==> src/rtl/lc4_pkg.sv <==
// Shared LC4 definitions: datapath widths and the write-back queue entry format.
package lc4_pkg;

  localparam int unsigned LC4_DATA_W   = 16;
  localparam int unsigned LC4_REG_W    = 3;
  localparam int unsigned LC4_NUM_REGS = 8;

  typedef struct packed {
    logic [LC4_REG_W-1:0]  rd;
    logic [LC4_DATA_W-1:0] data;
  } wbq_entry_t;

  function automatic logic [LC4_NUM_REGS-1:0] reg_onehot(input logic [LC4_REG_W-1:0] r);
    return LC4_NUM_REGS'(1) << r;
  endfunction

endpackage

==> src/rtl/lc4_div_wb_queue_if.sv <==
// Execute-side push handshake plus register-file write port of the DIV/MOD write-back queue.
interface lc4_div_wb_queue_if #(
  parameter int unsigned DEPTH = 4,
  parameter int unsigned PTR_W = 2
);
  import lc4_pkg::*;

  logic                    i_valid;
  logic                    o_ready;
  logic                    i_is_mod;
  logic [LC4_REG_W-1:0]    i_rd;
  logic [LC4_DATA_W-1:0]   i_quotient;
  logic [LC4_DATA_W-1:0]   i_remainder;
  logic                    i_wb_free;
  logic                    o_we;
  logic [LC4_REG_W-1:0]    o_wsel;
  logic [LC4_DATA_W-1:0]   o_wdata;
  logic [LC4_NUM_REGS-1:0] o_pending_mask;
  logic [PTR_W:0]          o_count;

  modport master (
    output i_valid, i_is_mod, i_rd, i_quotient, i_remainder, i_wb_free,
    input  o_ready, o_we, o_wsel, o_wdata, o_pending_mask, o_count
  );

  modport slave (
    input  i_valid, i_is_mod, i_rd, i_quotient, i_remainder, i_wb_free,
    output o_ready, o_we, o_wsel, o_wdata, o_pending_mask, o_count
  );

endinterface

==> src/rtl/lc4_wbq_storage.sv <==
// Entry array for the write-back queue: one write port, one combinational read port,
// and a per-entry valid vector whose destination registers feed the pending mask.
module lc4_wbq_storage
  import lc4_pkg::*;
#(
  parameter int unsigned DEPTH = 4,
  parameter int unsigned PTR_W = 2
) (
  input  logic                 clk,
  input  logic                 rst_n,
  input  logic                 wr_en,
  input  logic [PTR_W-1:0]     wr_ptr,
  input  wbq_entry_t           wr_entry,
  input  logic                 clr_en,
  input  logic [PTR_W-1:0]     clr_ptr,
  input  logic [PTR_W-1:0]     rd_ptr,
  output wbq_entry_t           rd_entry,
  output logic [LC4_REG_W-1:0] ent_rd [DEPTH],
  output logic [DEPTH-1:0]     valid
);

  wbq_entry_t       mem [DEPTH];
  logic [DEPTH-1:0] valid_nxt;

  // Entry payload write; contents are never observed unless the matching valid bit is set.
  always_ff @(posedge clk) begin
    if (wr_en) mem[wr_ptr] <= wr_entry;
  end

  // Valid bit update: clear on pop, set on push (never the same slot in one cycle).
  always_comb begin
    valid_nxt = valid;
    if (clr_en) valid_nxt[clr_ptr] = 1'b0;
    if (wr_en)  valid_nxt[wr_ptr]  = 1'b1;
  end

  // Valid vector register, discarded on reset.
  always_ff @(posedge clk or negedge rst_n) begin
    if (!rst_n) valid <= '0;
    else        valid <= valid_nxt;
  end

  // Read port and per-entry destination view.
  always_comb begin
    rd_entry = mem[rd_ptr];
    for (int unsigned i = 0; i < DEPTH; i++) ent_rd[i] = mem[i].rd;
  end

endmodule

==> src/rtl/lc4_div_wb_queue.sv <==
// In-order write-back queue for committed LC4 DIV/MOD results. Drains into the
// register-file write port on cycles the main pipeline leaves it free.
module lc4_div_wb_queue
  import lc4_pkg::*;
#(
  parameter int unsigned DEPTH = 4,
  parameter int unsigned PTR_W = 2
) (
  input logic                clk,
  input logic                rst_n,
  input logic                gwe,
  lc4_div_wb_queue_if.slave  q
);

  logic [PTR_W-1:0]     head_q;
  logic [PTR_W-1:0]     tail_q;
  logic [PTR_W:0]       count_q;
  logic                 ready;
  logic                 not_empty;
  logic                 push;
  logic                 pop;
  wbq_entry_t           wr_entry;
  wbq_entry_t           head_entry;
  logic [LC4_REG_W-1:0] ent_rd [DEPTH];
  logic [DEPTH-1:0]     valid;

  lc4_wbq_storage #(.DEPTH(DEPTH), .PTR_W(PTR_W)) u_storage (
    .clk      (clk),
    .rst_n    (rst_n),
    .wr_en    (push),
    .wr_ptr   (tail_q),
    .wr_entry (wr_entry),
    .clr_en   (pop),
    .clr_ptr  (head_q),
    .rd_ptr   (head_q),
    .rd_entry (head_entry),
    .ent_rd   (ent_rd),
    .valid    (valid)
  );

  // Handshake: readiness depends only on registered count, so a full queue refuses
  // a push even when it pops in the same cycle.
  always_comb begin
    ready     = (count_q != (PTR_W+1)'(DEPTH));
    not_empty = (count_q != '0);
    push      = q.i_valid && ready && gwe;
    pop       = not_empty && q.i_wb_free && gwe;
    wr_entry  = '{rd: q.i_rd, data: (q.i_is_mod ? q.i_remainder : q.i_quotient)};
  end

  // Outputs: head entry shown only while non-empty; mask is the OR of valid destinations.
  always_comb begin
    q.o_ready        = ready;
    q.o_we           = pop;
    q.o_count        = count_q;
    q.o_wsel         = not_empty ? head_entry.rd   : '0;
    q.o_wdata        = not_empty ? head_entry.data : '0;
    q.o_pending_mask = '0;
    for (int unsigned i = 0; i < DEPTH; i++) begin
      if (valid[i]) q.o_pending_mask = q.o_pending_mask | reg_onehot(ent_rd[i]);
    end
  end

  // Pointer and occupancy state; pointers wrap naturally, full/empty come from count.
  always_ff @(posedge clk or negedge rst_n) begin
    if (!rst_n) begin
      head_q  <= '0;
      tail_q  <= '0;
      count_q <= '0;
    end else begin
      if (push) tail_q <= tail_q + 1'b1;
      if (pop)  head_q <= head_q + 1'b1;
      case ({push, pop})
        2'b10:   count_q <= count_q + 1'b1;
        2'b01:   count_q <= count_q - 1'b1;
        default: count_q <= count_q;
      endcase
    end
  end

endmodule

==> src/flat_wrapper.sv <==
// flat-port wrapper written by rule: the top's interface ports become plain ports
module lc4_div_wb_queue_flat import lc4_pkg::*;
#(
  parameter int unsigned DEPTH = 4,
  parameter int unsigned PTR_W = 2
)
  (clk, rst_n, gwe, q_i_valid, q_i_is_mod, q_i_rd, q_i_quotient, q_i_remainder, q_i_wb_free, q_o_ready, q_o_we, q_o_wsel, q_o_wdata, q_o_pending_mask, q_o_count);
  lc4_div_wb_queue_if #(.DEPTH(DEPTH), .PTR_W(PTR_W)) q_i ();
  input logic clk;
  input logic rst_n;
  input logic gwe;
  input wire logic [$bits(q_i.i_valid)-1:0] q_i_valid;
  input wire logic [$bits(q_i.i_is_mod)-1:0] q_i_is_mod;
  input wire logic [$bits(q_i.i_rd)-1:0] q_i_rd;
  input wire logic [$bits(q_i.i_quotient)-1:0] q_i_quotient;
  input wire logic [$bits(q_i.i_remainder)-1:0] q_i_remainder;
  input wire logic [$bits(q_i.i_wb_free)-1:0] q_i_wb_free;
  output wire logic [$bits(q_i.o_ready)-1:0] q_o_ready;
  output wire logic [$bits(q_i.o_we)-1:0] q_o_we;
  output wire logic [$bits(q_i.o_wsel)-1:0] q_o_wsel;
  output wire logic [$bits(q_i.o_wdata)-1:0] q_o_wdata;
  output wire logic [$bits(q_i.o_pending_mask)-1:0] q_o_pending_mask;
  output wire logic [$bits(q_i.o_count)-1:0] q_o_count;
  assign q_i.i_valid = q_i_valid;
  assign q_i.i_is_mod = q_i_is_mod;
  assign q_i.i_rd = q_i_rd;
  assign q_i.i_quotient = q_i_quotient;
  assign q_i.i_remainder = q_i_remainder;
  assign q_i.i_wb_free = q_i_wb_free;
  assign q_o_ready = q_i.o_ready;
  assign q_o_we = q_i.o_we;
  assign q_o_wsel = q_i.o_wsel;
  assign q_o_wdata = q_i.o_wdata;
  assign q_o_pending_mask = q_i.o_pending_mask;
  assign q_o_count = q_i.o_count;
  lc4_div_wb_queue #(.DEPTH(DEPTH), .PTR_W(PTR_W)) u_core (.clk(clk), .rst_n(rst_n), .gwe(gwe), .q(q_i));
endmodule
==> config.mk <==
export PLATFORM = sky130hd
export DESIGN_NAME = lc4_div_wb_queue_flat
export DESIGN_NICKNAME = d
export VERILOG_FILES = /design/src/rtl/lc4_pkg.sv /design/src/rtl/lc4_div_wb_queue_if.sv /design/src/rtl/lc4_wbq_storage.sv /design/src/rtl/lc4_div_wb_queue.sv /design/src/flat_wrapper.sv
export SDC_FILE = /design/constraint.sdc
export NUM_CORES = 1
export LEC_CHECK = 0
export CORE_MARGIN = 4
export CORE_UTILIZATION = 41
export DETAILED_ROUTE_END_ITERATION = 7
export GPL_ROUTABILITY_DRIVEN = 0
export PLACE_DENSITY = 0.75
export SYNTH_ARGS = -nofsm -noshare
export SYNTH_HDL_FRONTEND = slang
export SYNTH_SLANG_ARGS = --single-unit
==> constraint.sdc <==
create_clock -name clk -period 6.1 [get_ports clk]
set_clock_uncertainty 0.15 [all_clocks]
set_input_delay 0.61 -clock clk [delete_from_list [all_inputs] [get_ports clk]]
set_output_delay 0.61 -clock clk [all_outputs]
set_load 0.02 [all_outputs]
==> summary.md <==
| Metric | Value |
|---|---|
| Syn_nets | `290` |
| Pre-Repair DR Iteration Count | `4` |
| Period utilisation layout | `54.0%` |
| P_leak | `between 1.5 and 2 nW` |
| P per Cell Area | `430 nW/um^2` |
| # diodes | `0` |
| DR vias/cell | `between 5 and 6` |
| Commonest non-fill, non-tap cells in the layout | `edfxtp_1, clkdlybuf4s50_1, nor2b_1, mux4_2, mux2_2` |
| Core area | `slightly above 9000 sq um` |
| Global route total overflow | `0` |
| Placed cell areas | `around 4800 sq um` |
| Final Util | `between 50% and 60%` |
| Worst setup EP type | `primary output` |
| CTS tree | `done` |
| Max capacitance violation total | `0` |
| Synthesized area | `3980 sq um` |
| Critical Path Fanout Max | `22` |
| Final Hold Viols | `0` |
| Synth top area cells | `edfxtp_1, mux4_2, dfrtp_1` |
| Reg-to-Reg Start | `u_core.q.o_count[0]` |
| Post-synthesis sequential area ratio | `between 60% and 70%` |
| Placed cells | `around 430` |
| Hold crit path type | `reg2reg` |
| Startpoint Class | `register` |
| Die Wd | `approximately 110 um` |
| Die Height | `between 100 and 150 um` |
| Total GRT Usage | `about 14%` |
| Setup CP Type | `reg2out` |
| Peak supply drop | `0.214 mV` |
| Initial antenna violation count | `0` |
| Clock buffer count from CTS | `9` |
| Power Internal | `around 1.4 mW` |
| Post-route ant nets | `0` |
| Worst setup endpoint | `q_o_wdata[3]` |
| Finish-stage setup viols | `0` |
| Htree depth | `3` |
| Net switching power | `a little over 700 uW` |
| Fmax | `just over 300 MHz` |
| Layout area overhead | `26.2%` |
| FP Rows | `35` |
| Vias post-DR | `~2300` |
| # hold bufs at CTS | `0` |
| Yosys cell types | `34` |
| First DRT Iteration DRCs | `between 100 and 150` |
| Max-slew violations | `0` |
| Average cell area after synthesis | `about 17 sq um` |
| Post-synth top area cell | `edfxtp_1` |
| Layout cells sized above 1 | `16.3%` |
| Setup TNS | `0 ns` |
| Worst Path Required | `between 5 and 6 ns` |
| Clk_lat worst skew | `approximately 0.34 ns` |
| Worst r2r path cells | `3` |
| Die area | `~11000 sq um` |
| Final #Nets | `~370` |
| Final std cells w/o fill | `448` |
| First-pass GRT wire length | `12100 um` |
| Tightest Pin Transition | `about 0.99 ns` |
| Largest net degree at the start of global routing | `23` |
| Seq pwr share | `approximately 40%` |
| Initial Util | `between 40 and 50%` |
| Max Root-Sink Buffers | `2` |
| CP Launch Point | `u_core.head_q[1]` |
| Power share of the clock group | `a little under a fifth` |
| Clk pin slew, worst setup/hold paths | `0.08 ns` |
| Vias in the first global route | `2362` |
| Final WL | `between 7000 and 8000 um` |
| Mapped Cells | `239` |
| WP data arrival | `~2.5 ns` |
| Commonest non-fill, non-tap cell in the layout | `edfxtp_1` |
| Part of the power in combinational logic | `between 40% and 50%` |
| Post-route cell area | `just over 5000 sq um` |
| Share of the synthesized area in the top cell type | `a little under three fifths` |
| Switching share of power | `roughly a third` |
| Number of remaining DRC errors | `0` |
| Port Buf Inserts | `72` |
| Status | `finished clean` |
| Rel. slew slack | `33.8%` |
| R2R setup slack | `approximately 3.5 ns` |
| Sink Count | `87` |
| CTS root buf | `clkbuf_8` |
| Synthesis Warnings | `0` |
| Setup repair after global routing missed its margin | `no` |
| Ports | `73` |
| Reg-to-Reg End | `u_core.u_storage.mem[2][15]` |
| Post-CTS Setup Bufs | `0` |
| Routed len/inst | `16.8 um` |
| PostCTS Resize Cnt | `0` |
| Yosys reg bits | `87` |
| Final min period | `between 3 and 4 ns` |
| DPL Wire Length | `about 5200 um` |
[registers in the layout, summed over array words and instances, names as in the netlist]
signal                  cells
u_core.q.o_count            3
u_core.u_storage.valid      4
u_core.head_q               2
u_core.tail_q               2
u_core.u_storage.mem       76
[cells in the mapped netlist]
master / number
edfxtp_1: 76
or3_1: 1
or4_1: 1
xor2_1: 2
xnor2_1: 3
o32ai_1: 1
ha_1: 9
and2_1: 5
mux4_2: 19
o22a_1: 2
a32oi_1: 2
buf_6: 2
mux2_2: 17
a221o_1: 1
a21oi_1: 1
o311a_1: 1
dfrtp_1: 11
nor3_4: 1
a22oi_1: 1
nand2b_1: 8
nor2b_1: 25
inv_1: 8
o21ai_1: 1
o32a_1: 1
o221ai_1: 5
o311ai_0: 1
nor2_1: 2
mux2i_1: 1
a22o_1: 4
buf_4: 1
buf_2: 6
fa_1: 1
nor3_1: 4
nand2_1: 15
[cell families (layout without fill, tap and decap cells)]
kind of cell / Yosys count / after routing / synth area share [%]
flops: 87 / 87 / 64.2
compound gates: 21 / 21 / 4.49
mux: 37 / 37 / 15.8
buf+inv: 17 / 97 / 2.26
simple gates: 62 / 62 / 8.83
xor+xnor: 5 / 5 / 1.10
fa+ha+maj: 10 / 10 / 3.33
[through the flow]
step                      hold slack, ns  total power [mW]  worst slack, ns
final                              0.429              2.16             2.81
after global routing               0.450              2.29             2.66
after CTS                          0.431              2.19             2.75
after detailed placement           0.412              1.77             2.94
after global placement             0.376              1.75             3.00
after floorplan                    0.164              1.41             3.89
[worst min-delay path by stage]
stage                                   start                         to  slack, ns  cells past startpoint
floorplan                               rst_n           u_core.head_q[0]       0.16                      0
global placement    u_core.u_storage.valid[3]  u_core.u_storage.valid[3]       0.38                      1
detailed placement           u_core.tail_q[1]           u_core.tail_q[1]       0.41                      1
CTS                          u_core.tail_q[1]           u_core.tail_q[1]       0.43                      1
global route                 u_core.tail_q[1]           u_core.tail_q[1]       0.45                      1
finish                       u_core.tail_q[1]           u_core.tail_q[1]       0.43                      1
[layer usage]
| metal | vias up | share of wire, % | GRT usage, % | wire length, um |
|---|---|---|---|---|
| li1 | 1077 | - | - | - |
| met1 | 1116 | 42 | 17.4 | 3200 |
| met2 | 67 | 51 | 23.7 | 3820 |
| met3 | 10 | 5.5 | 3.01 | 418 |
| met4 | 0 | 1.3 | 4.57 | 97 |
| met5 | - | 0 | 0 | 0 |
[critical path: stages, from the launching register on]
cell             delay [ns]
dfrtp_1                1.00
mux4_2                 0.36
nor2b_1                0.19
clkdlybuf4s50_1        0.64
[power by group through the flow]
| stage | combinational [mW] | clock (mW) | sequential (mW) |
|---|---|---|---|
| floorplan | 0.581 | 0 | 0.825 |
| global placement | 0.903 | 0 | 0.851 |
| detailed placement | 0.917 | 0 | 0.857 |
| CTS | 0.921 | 0.421 | 0.844 |
| global route | 0.981 | 0.453 | 0.857 |
| finish | 0.903 | 0.416 | 0.843 |
[layout make-up]
cell class / instances / area [sq um]
multi-input combinational: 135 / 1340
clock inverter: 6 / 85.1
inverter: 8 / 30.0
clock buffer: 10 / 128
fill: 760 / 4300
tap: 129 / 161
sequential: 87 / 2560
timing repair buffer: 73 / 728
Power figures use the tool's default switching activity.
